**config.mk**
```make
export PLATFORM = sky130hd
export DESIGN_NAME = rect_run_packer
export DESIGN_NICKNAME = d
export VERILOG_FILES = /design/src/rtl/rect_run_packer_pkg.sv /design/src/rtl/rect_pack_ram.sv /design/src/rtl/rect_run_packer.sv
export SDC_FILE = /design/constraint.sdc
export NUM_CORES = 2
export LEC_CHECK = 0
export BUFFER_PORTS_ARGS = -buffer_cell sky130_fd_sc_hd__buf_2
export CORE_MARGIN = 4
export CORE_UTILIZATION = 30
export DETAILED_ROUTE_END_ITERATION = 12
export PLACE_DENSITY_LB_ADDON = 0.3
export SLEW_MARGIN = 0
export SYNTH_ARGS = -nofsm -noshare
export SYNTH_HDL_FRONTEND = slang
export SYNTH_SLANG_ARGS = --single-unit
```
**constraint.sdc**
```tcl
create_clock -name clk -period 6.7 [get_ports clk]
set_input_delay 0 -clock clk [delete_from_list [all_inputs] [get_ports clk]]
set_output_delay 0 -clock clk [all_outputs]
set_load 0.01 [all_outputs]
```
**src/rtl/rect_run_packer_pkg.sv**
```systemverilog
// Shared constants and run-metadata type for the rectifier run packer.
package rect_run_packer_pkg;
  localparam int MAX_LEN = 127;
  localparam int AW      = 7;
  localparam int YDST_W  = 9;
  localparam int XDST_W  = 10;
  localparam int PIX_W   = 8;
  localparam int LEN_W   = 7;

  typedef struct packed {
    logic              last;
    logic              lr;
    logic [YDST_W-1:0] ydst;
    logic [XDST_W-1:0] xdst;
    logic [LEN_W-1:0]  len;
  } run_meta_t;
endpackage

```
**src/rtl/rect_pack_ram.sv**
```systemverilog
// Two-bank simple dual-port byte RAM; bank select on both ports, 1-cycle sync read.
module rect_pack_ram
  import rect_run_packer_pkg::*;
#(
  parameter int AW = 7
) (
  input  logic             clk,
  input  logic             i_we,
  input  logic             i_wbank,
  input  logic [AW-1:0]    i_waddr,
  input  logic [PIX_W-1:0] i_wdata,
  input  logic             i_re,
  input  logic             i_rbank,
  input  logic [AW-1:0]    i_raddr,
  output logic [PIX_W-1:0] o_rdata
);
  logic [PIX_W-1:0] r_mem [2**(AW+1)];

  always_ff @(posedge clk) begin
    if (i_we) r_mem[{i_wbank, i_waddr}] <= i_wdata;
    if (i_re) o_rdata <= r_mem[{i_rbank, i_raddr}];
  end
endmodule

```
**src/rtl/rect_run_packer.sv**
```systemverilog
// Packs the rectified pixel stream into contiguous column runs and replays each
// run as a burst with constant metadata; one bank fills while the other replays.
module rect_run_packer #(
  parameter int MAX_LEN = rect_run_packer_pkg::MAX_LEN,
  parameter int AW      = rect_run_packer_pkg::AW
) (
  input  logic                                   clk,
  input  logic                                   rst_n,
  input  logic                                   enb,
  input  logic                                   in_vld,
  output logic                                   in_rdy,
  input  logic                                   in_eof,
  input  logic                                   in_lr,
  input  logic [rect_run_packer_pkg::YDST_W-1:0] in_ydst,
  input  logic [rect_run_packer_pkg::XDST_W-1:0] in_xdst,
  input  logic [rect_run_packer_pkg::PIX_W-1:0]  in_pix,
  output logic                                   vin,
  output logic                                   last,
  output logic                                   lr,
  output logic [rect_run_packer_pkg::YDST_W-1:0] ydst,
  output logic [rect_run_packer_pkg::XDST_W-1:0] xdst,
  output logic [rect_run_packer_pkg::LEN_W-1:0]  len,
  output logic [rect_run_packer_pkg::PIX_W-1:0]  intp,
  output logic                                   busy
);
  import rect_run_packer_pkg::*;

  localparam logic [1:0] S_IDLE = 2'd0;
  localparam logic [1:0] S_RD   = 2'd1;
  localparam logic [1:0] S_PLAY = 2'd2;
  localparam logic [1:0] S_DONE = 2'd3;

  // fill side
  logic [1:0]            r_full;
  logic                  r_wsel;
  logic                  r_open;
  logic                  r_lr;
  logic [YDST_W-1:0]     r_y;
  logic [XDST_W-1:0]     r_x0;
  logic [LEN_W-1:0]      r_n;
  run_meta_t [1:0]       r_meta;

  // replay side
  logic [1:0]            r_st;
  logic                  r_rsel;
  logic [LEN_W-1:0]      r_k;
  run_meta_t             r_out;

  logic                  w_acc, w_cont, w_brk, w_new, w_cls, w_wbank, w_run_lr, w_re;
  logic [XDST_W:0]       w_xnext;
  logic [LEN_W-1:0]      w_wn, w_n_after;
  logic [YDST_W-1:0]     w_run_y;
  logic [XDST_W-1:0]     w_run_x0;
  logic [PIX_W-1:0]      w_rdata;

  // Ready looks only at the spare bank so a break-before always has somewhere to go.
  assign in_rdy    = enb & ~r_full[~r_wsel];
  assign w_acc     = in_vld & in_rdy;

  // 11-bit compare: column 1023 followed by 0 is a break, not a wrap.
  assign w_xnext   = {1'b0, r_x0} + (XDST_W+1)'(r_n);
  assign w_cont    = ({1'b0, in_xdst} == w_xnext);
  assign w_brk     = r_open & ((in_lr != r_lr) | (in_ydst != r_y) | ~w_cont |
                               (r_n == LEN_W'(MAX_LEN)));
  assign w_new     = w_brk | ~r_open;
  assign w_wbank   = r_wsel ^ w_brk;
  assign w_wn      = w_new ? '0 : r_n;
  assign w_n_after = w_wn + LEN_W'(1);
  assign w_cls     = in_eof | (w_n_after == LEN_W'(MAX_LEN));
  assign w_run_lr  = w_new ? in_lr   : r_lr;
  assign w_run_y   = w_new ? in_ydst : r_y;
  assign w_run_x0  = w_new ? in_xdst : r_x0;

  always_ff @(posedge clk or negedge rst_n) begin
    if (!rst_n) begin
      r_full <= '0;
      r_wsel <= 1'b0;
      r_open <= 1'b0;
      r_lr   <= 1'b0;
      r_y    <= '0;
      r_x0   <= '0;
      r_n    <= '0;
      r_meta <= '0;
    end else if (!enb) begin
      r_full <= '0;
      r_wsel <= 1'b0;
      r_open <= 1'b0;
      r_lr   <= 1'b0;
      r_y    <= '0;
      r_x0   <= '0;
      r_n    <= '0;
      r_meta <= '0;
    end else begin
      if (r_st == S_DONE) r_full[r_rsel] <= 1'b0;
      if (w_acc) begin
        if (w_brk) begin
          r_full[r_wsel] <= 1'b1;
          r_meta[r_wsel] <= '{last: 1'b0, lr: r_lr, ydst: r_y, xdst: r_x0, len: r_n};
        end
        if (w_cls) begin
          r_full[w_wbank] <= 1'b1;
          r_meta[w_wbank] <= '{last: in_eof, lr: w_run_lr, ydst: w_run_y,
                               xdst: w_run_x0, len: w_n_after};
          r_open <= 1'b0;
        end else begin
          r_open <= 1'b1;
          r_n    <= w_n_after;
        end
        r_lr   <= w_run_lr;
        r_y    <= w_run_y;
        r_x0   <= w_run_x0;
        // break-before and close-after each hand the write side to the other bank
        r_wsel <= w_wbank ^ w_cls;
      end
    end
  end

  always_ff @(posedge clk or negedge rst_n) begin
    if (!rst_n) begin
      r_st   <= S_IDLE;
      r_rsel <= 1'b0;
      r_k    <= '0;
      r_out  <= '0;
    end else if (!enb) begin
      r_st   <= S_IDLE;
      r_rsel <= 1'b0;
      r_k    <= '0;
      r_out  <= '0;
    end else begin
      case (r_st)
        S_IDLE: if (r_full[r_rsel]) begin
          r_st  <= S_RD;
          r_out <= r_meta[r_rsel];
          r_k   <= '0;
        end
        S_RD: begin
          r_st <= S_PLAY;
          r_k  <= LEN_W'(1);
        end
        // r_k is one ahead of the byte on intp: it is the next read address
        S_PLAY: begin
          if (r_k == r_out.len) r_st <= S_DONE;
          else                  r_k  <= r_k + LEN_W'(1);
        end
        S_DONE: begin
          r_st   <= S_IDLE;
          r_rsel <= ~r_rsel;
        end
        default: r_st <= S_IDLE;
      endcase
    end
  end

  assign w_re = (r_st == S_RD) | (r_st == S_PLAY);

  rect_pack_ram #(.AW(AW)) u_ram (
    .clk     (clk),
    .i_we    (w_acc),
    .i_wbank (w_wbank),
    .i_waddr (AW'(w_wn)),
    .i_wdata (in_pix),
    .i_re    (w_re),
    .i_rbank (r_rsel),
    .i_raddr (AW'(r_k)),
    .o_rdata (w_rdata)
  );

  assign vin  = (r_st == S_PLAY);
  assign intp = vin ? w_rdata : '0;
  assign last = r_out.last;
  assign lr   = r_out.lr;
  assign ydst = r_out.ydst;
  assign xdst = r_out.xdst;
  assign len  = r_out.len;
  assign busy = r_open | (|r_full);
endmodule
```
## After elaboration in Yosys (flattened, before gate mapping)

Memories as Yosys holds them, arrays and structs flattened. A register that Yosys moved wholly into a read port is not among the register bits.
Index checks and enable logic that the tools add are counted.

- Flip-flop bits (word level): 125
- Bits in latches: 0
- Memory bits (writable): 2048
- Memory bits (read-only): 0
- Bits of input ports: 33
- Output and inout bits: 39
- Word-level logic and storage cells: 150
- Memories kept: 1

Memory list:

| name | words | width | rd ports | clocked after memory_dff | wr ports | RTL line | text |
|---|---|---|---|---|---|---|---|
| u_ram.r_mem | 256 | 8 | 1 | 1 | 1 | rect_pack_ram.sv:17 | `logic [PIX_W-1:0] r_mem [2**(AW+1)];` |

- Add/sub/neg operators: 3
- $mul: 0
- Div/mod/pow operators: 0
- Order comparisons: 7
- Equality and inequality tests: 18
- Shift operators: 0
- Multiplexer cells: 66
- Bitwise logic cells: 21
- Reductions and logical operators: 9

Operators with widths:

| kind | count |
|---|---|
| 56-bit 2-to-1 mux | 6 |
| 28-bit 2-to-1 mux | 7 |
| 56-bit bitwise mux | 2 |
| 28-bit demux with 1-bit select | 2 |
| 7-bit 2-to-1 mux | 7 |
| 10-bit 2-to-1 mux | 3 |
| 9-bit 2-to-1 mux | 3 |
| 2-bit 2-to-1 mux | 11 |
| 7-bit case mux with 3 select lines | 1 |
| 1-bit 2-to-1 mux | 19 |
| 7-bit by 1-bit adder with 7-bit output, second input constant | 2 |
| 7-bit == test, second input constant | 2 |
| 10-bit by 7-bit adder with 11-bit output | 1 |
| 10-bit by 11-bit == test with 1-bit output | 1 |
| 9-bit != test | 1 |
| 1-bit by 2-bit less-than comparator with 1-bit output, second input constant | 4 |
| 8-bit 2-to-1 mux | 1 |
| 2-bit by 1-bit != test with 1-bit output, second input constant | 4 |
| 2-bit case mux with 4 select lines | 1 |
| 7-bit == test | 1 |
| 1-bit OR | 7 |
| 3-bit != test, second input constant | 2 |
| 2-bit AND reduction | 3 |
| 1-bit inverter | 5 |
| other kinds (17) | 28 |

## Longest topological paths before layout

- Depth in word-level cells: 16
- Mapped depth: 23
- Mapped depth without buffers: 21

## Cells and area by module

Synthesis repeated with hierarchy kept, for this count alone.

- Cell total of the unflattened synthesis: 4626
- Area, all modules: 87360.0 um^2

Modules (own cells, without submodules):

| module | times used | cells an instance | area each (um^2) | sequential area each (um^2) |
|---|---|---|---|---|
| rect_pack_ram | 1 | 3733 | 79636.4 | 61739.2 |
| rect_run_packer | 1 | 893 | 7723.7 | 3128.0 |

## Worst setup path before layout

No wires, ideal clock.

- Kind: reg-to-reg
- Start: register r_x0[0]
- End: register r_meta[10] in the netlist's numbering
- Library setup time: 0.126 ns
- Arrival: 5.007 ns
- Data required time: 6.574 ns
- Path slack: 1.567 ns
- Stages on the path, launching flop included: 23
- Cells stage by stage: dfrtp_1 > ha_1 > inv_1 > fa_1 > nor2b_1 > o2111a_1 > or3_1 > o311ai_1 > nand2_1 > nor3_2 > buf_2 > nand2_1 > inv_1 > ha_1 > inv_1 > nor2_1 > xnor2_1 > nor3_1 > and2_1 > a31oi_1 > a31o_2 > o21bai_2 > a221o_1

- Cells in the longest elaborated chain, start to end: 15

Ends and longest elaborated chain:

| item | RTL line | text |
|---|---|---|
| from (decl) | rect_run_packer.sv:39 | `logic [XDST_W-1:0] r_x0;` |
| from (signal assigned) | rect_run_packer.sv:111 | `r_x0 <= w_run_x0;` |
| 10-bit by 7-bit adder with 11-bit output (*) | rect_run_packer.sv:61 | `assign w_xnext = {1'b0, r_x0} + (XDST_W+1)'(r_n);` |
| 10-bit by 11-bit == test with 1-bit output (*) | rect_run_packer.sv:62 | `assign w_cont = ({1'b0, in_xdst} == w_xnext);` |
| 1-bit inverter (*) | rect_run_packer.sv:63 | `assign w_brk = r_open & ((in_lr != r_lr) \| (in_ydst != r_y) \| ~w_cont \|` |
| 1-bit OR (*) (2 in series) | rect_run_packer.sv:63 |  |
| 1-bit bitwise AND (*) | rect_run_packer.sv:63 |  |
| parallel branches: the longest is 6 deep, another holds 7-bit by 1-bit adder with 7-bit output | - |  |
| 56-bit 2-to-1 mux (*) | rect_run_packer.sv:100 | `if (w_cls) begin` |
| 56-bit 2-to-1 mux (*) | rect_run_packer.sv:95 | `if (w_acc) begin` |
| 56-bit 2-to-1 mux (*) | rect_run_packer.sv:84 | `end else if (!enb) begin` |
| to (signal, indexed assignment) | rect_run_packer.sv:98 | `r_meta[r_wsel] <= '{last: 1'b0, lr: r_lr, ydst: r_y, xdst: r_x0, len: r_n};` |
| to (signal, indexed assignment) | rect_run_packer.sv:102 | `r_meta[w_wbank] <= '{last: in_eof, lr: w_run_lr, ydst: w_run_y,` |
| to (decl) | rect_run_packer.sv:41 | `run_meta_t [1:0] r_meta;` |

Mark *: on every way between the ends. The select of a mux whose other input is x is not followed.
A chain may end at the register's enable or synchronous reset.

## Final worst setup path

- Start: register r_x0[0]
- End: register r_meta[11] in the netlist's numbering

The elaborated chain is that of the path after synthesis.

==> summary.txt <==
number of global-route vias before repair: 43100
syn avg cell area: 21.1 um^2
htree depth: 4
Rel. slew slack: 0.0899
Worst-Margin Slew: 1.36 ns
Power, Total: 31.2 mW
initial antenna violation count: 8
Clk pwr share: 0.388
DP HPWL: 134000 um
Main synth FF type: edfxtp_1
setup tns final: 0 ns
Netlist cell types: 71
fmax: 165 MHz
Comb power frac: 0.126
TritonRoute pass-1 iters: 5
#FFs+latches synth: 2181
dpl ws: 0.792 ns
Pleak: 30.1 nW
Internal Power: 23.8 mW
post-layout worst setup margin: 0.655 ns
crit share post-route: 0.902
final wirelength: 226000 um
Initial Util: 0.301
placed cell count: 7809
core footprint: 288000 um^2
non-filler instance count after layout: 8265
share of the synthesized area in the top cell type: 0.712
Clock Skews: 0.0478 ns
Tmin final: 6.04 ns
Site Rows: 197
via-per-instance ratio: 5.10
asr flop ratio synth: 0.0573
Worst setup EP type: flip-flop
drt wl/cell: 27.4 um
CP Class: flip-flop to flip-flop
setup bufs post-CTS: 0
Syn-to-layout area delta: 14.9%
CTS tree: built
Netlist Area Pre-Place: 86700 um^2
crit path DAT: 6.78 ns
max-capacitance violation count: 0
commonest non-fill, non-tap cells in the layout: edfxtp_1 (2056), mux4_2 (672), nor2_1 (289)
largest net degree at the start of global routing: 176
switching power: 7.45 mW
startpoint type of the worst setup path: flip-flop
grt ovf: 0
commonest non-fill, non-tap cell in the layout: edfxtp_1
overall routing resource usage: 0.149
iteration-0 DRC count of the detailed router: 4574
first-pass GRT wire length: 326000 um
Die Y-Extent: 546 um
Final Hold Fails: 0
status: finished, final reports clean
register share of total power: 0.486
CP max FO: 14
Clk Latency, worst-skew pair: 0.86 ns
Seq/Total Area, Yosys: 0.748
power per standard cell area: 314 nW/um^2
Synth area leaders: edfxtp_1 (71%), mux4_2 (17%), dfrtp_1 (3.6%)
CTS max path bufs: 3
Num CTS Buffers: 217
VDD IR-drop max: 0.255 mV
clk sinks: 2181
RSZ-0062 raised after global routing: no
post-synthesis cell count: 4107
Setup violations, final: 0
Root Buffer: clkbuf_16
clk slew on worst S/H paths: 0.06 ns
die area: 298000 um^2
Post-Syn Nets: 4158
Yosys top cell by area: edfxtp_1
vias: 42100
Min-Delay Path Class: primary input to flip-flop
count of final max-slew check failures: 0
Remaining DRCs: 0
WP data required: 7.43 ns
YS warnings: 0
Routability Congestion: 0.818
IO Count: 72
die width: 546 um
layout cells sized above 1: 0.277
number of port buffers: 71
Final ANT Viol Nets: 0
Switching Share: 0.239
final net count: 4352
Post-synth EDFFs: 2056
## sequential cells by signal, summed over array words and instances (netlist names)
| signal | flops |
|---|---|
| r_st | 2 |
| r_k | 7 |
| lr | 1 |
| u_ram.r_mem | 2048 |
| r_x0 | 10 |
| len | 7 |
| r_meta | 56 |
| r_wsel | 1 |
| ydst | 9 |
| u_ram.o_rdata | 8 |
| r_n | 7 |
| r_lr | 1 |
| xdst | 10 |
| r_full | 2 |
| r_rsel | 1 |
| last | 1 |
| r_open | 1 |
| r_y | 9 |
## path summary, 6_finish.rpt
kind | start | depth (start not counted) | slack [ns] | endpoint
min | in_xdst[9] | 3 | 0.08 | r_x0[9]$_DFFE_PN0P_
min in group asynchronous | rst_n | 4 | 0.28 | r_meta[40]$_DFFE_PN0P_
max | r_x0[0]$_DFFE_PN0P_ | 22 | 0.66 | r_meta[11]$_DFFE_PN0P_
max in group asynchronous | rst_n | 4 | 5.31 | r_k[3]$_DFFE_PN0P_
max reg2reg | r_x0[0]$_DFFE_PN0P_ | 22 | 0.66 | r_meta[11]$_DFFE_PN0P_
min reg2reg | xdst[4]$_DFFE_PN0P_ | 2 | 0.46 | xdst[4]$_DFFE_PN0P_
## cell families (layout without fill, tap and decap cells)
kind of cell               after synthesis  count (layout)  synth area share
AOI/OAI and AO/OA                      248             248            0.0206
xor gates and xnor gates                36              36           0.00364
adders and majority gates               18              18           0.00269
buffers and inverters                  267             640            0.0118
DFF                                   2181            2181             0.748
muxes                                  722             722             0.181
other                                    0               4                 0
and+or+nand+nor                        635             635            0.0318
## layout make-up
type	count	area, um^2
multi-input combinational	1659	20800
fill	26700	188000
clock inverter	140	1370
clock buffer	258	5650
tap	3781	4730
sequential	2181	64900
antenna	4	10.0
inverter	17	63.8
timing repair buffer	225	2030
## worst max-delay path, stage by stage, from the launching register on
cell      delay [ns]
dfrtp_1         0.41
ha_1            0.24
inv_1           0.08
fa_1            0.22
nor2b_1         0.08
o2111a_1        0.28
or3_1           0.35
o311ai_1        0.46
nand2_1         0.45
nor3_2          0.37
nand2_1         0.19
inv_1           0.12
ha_1            0.17
inv_1           0.08
nor2_1          0.35
xnor2_1         0.17
nor3_1          0.07
buf_4           0.16
and3_1          0.18
a31oi_2         0.60
buf_4           0.33
o21bai_2        0.19
a221o_1         0.37
## power groups by stage
stage	clock, mW	combinational [mW]	sequential, mW
final	12.1	3.94	15.2
after detailed placement	0	4.00	15.5
after floorplan	0	2.59	15.4
after global routing	12.9	4.19	15.2
after CTS	12.3	4.04	15.2
after global placement	0	3.98	15.5
## per-layer routing
metal | wire (um) | vias up | track usage
met2 | 111000 | 1316 | 0.246
met5 | 0 | - | 0
met3 | 11500 | 283 | 0.0207
li1 | - | 17500 | -
met1 | 97100 | 23000 | 0.206
met4 | 6270 | 0 | 0.0425
## synth_stat cells (all sizes together), types with 6 or more instances
cell and instances:
edfxtp 2056, mux4 672, nor2 289, nand2 171, clkbuf 163, dfrtp 125, buf 87, nand3 60
o21ai 60, a22oi 46, mux2 46, xnor2 28, a21oi 23, and2 22, nand4 20, a22o 17
ha 17, inv 16, nor3 16, nor2b 15, o211ai 15, and3 11, a31oi 9, nor4 9
a211o 8, a221o 8, or3 8, xor2 8, o22ai 7, o31ai 7, o21a 6
## stage by stage
step           utilization  hold WS, ns  instance area [um^2]
3_5_place_dp         0.320        0.114                 92000
4_1_cts              0.346      0.00851                 99600
2_1_floorplan            -       -0.296                 86700
3_3_place_gp         0.320        0.101                 92000
5_1_grt              0.346       0.0746                 99600
6_report             0.346       0.0787                 99600
## what timing repair did
item,in CTS,in global routing
endpoints found under the hold margin,955,0
resized for setup,0,0
hold buffers,54,0
Note: power is estimated with default switching activity, not from simulation.
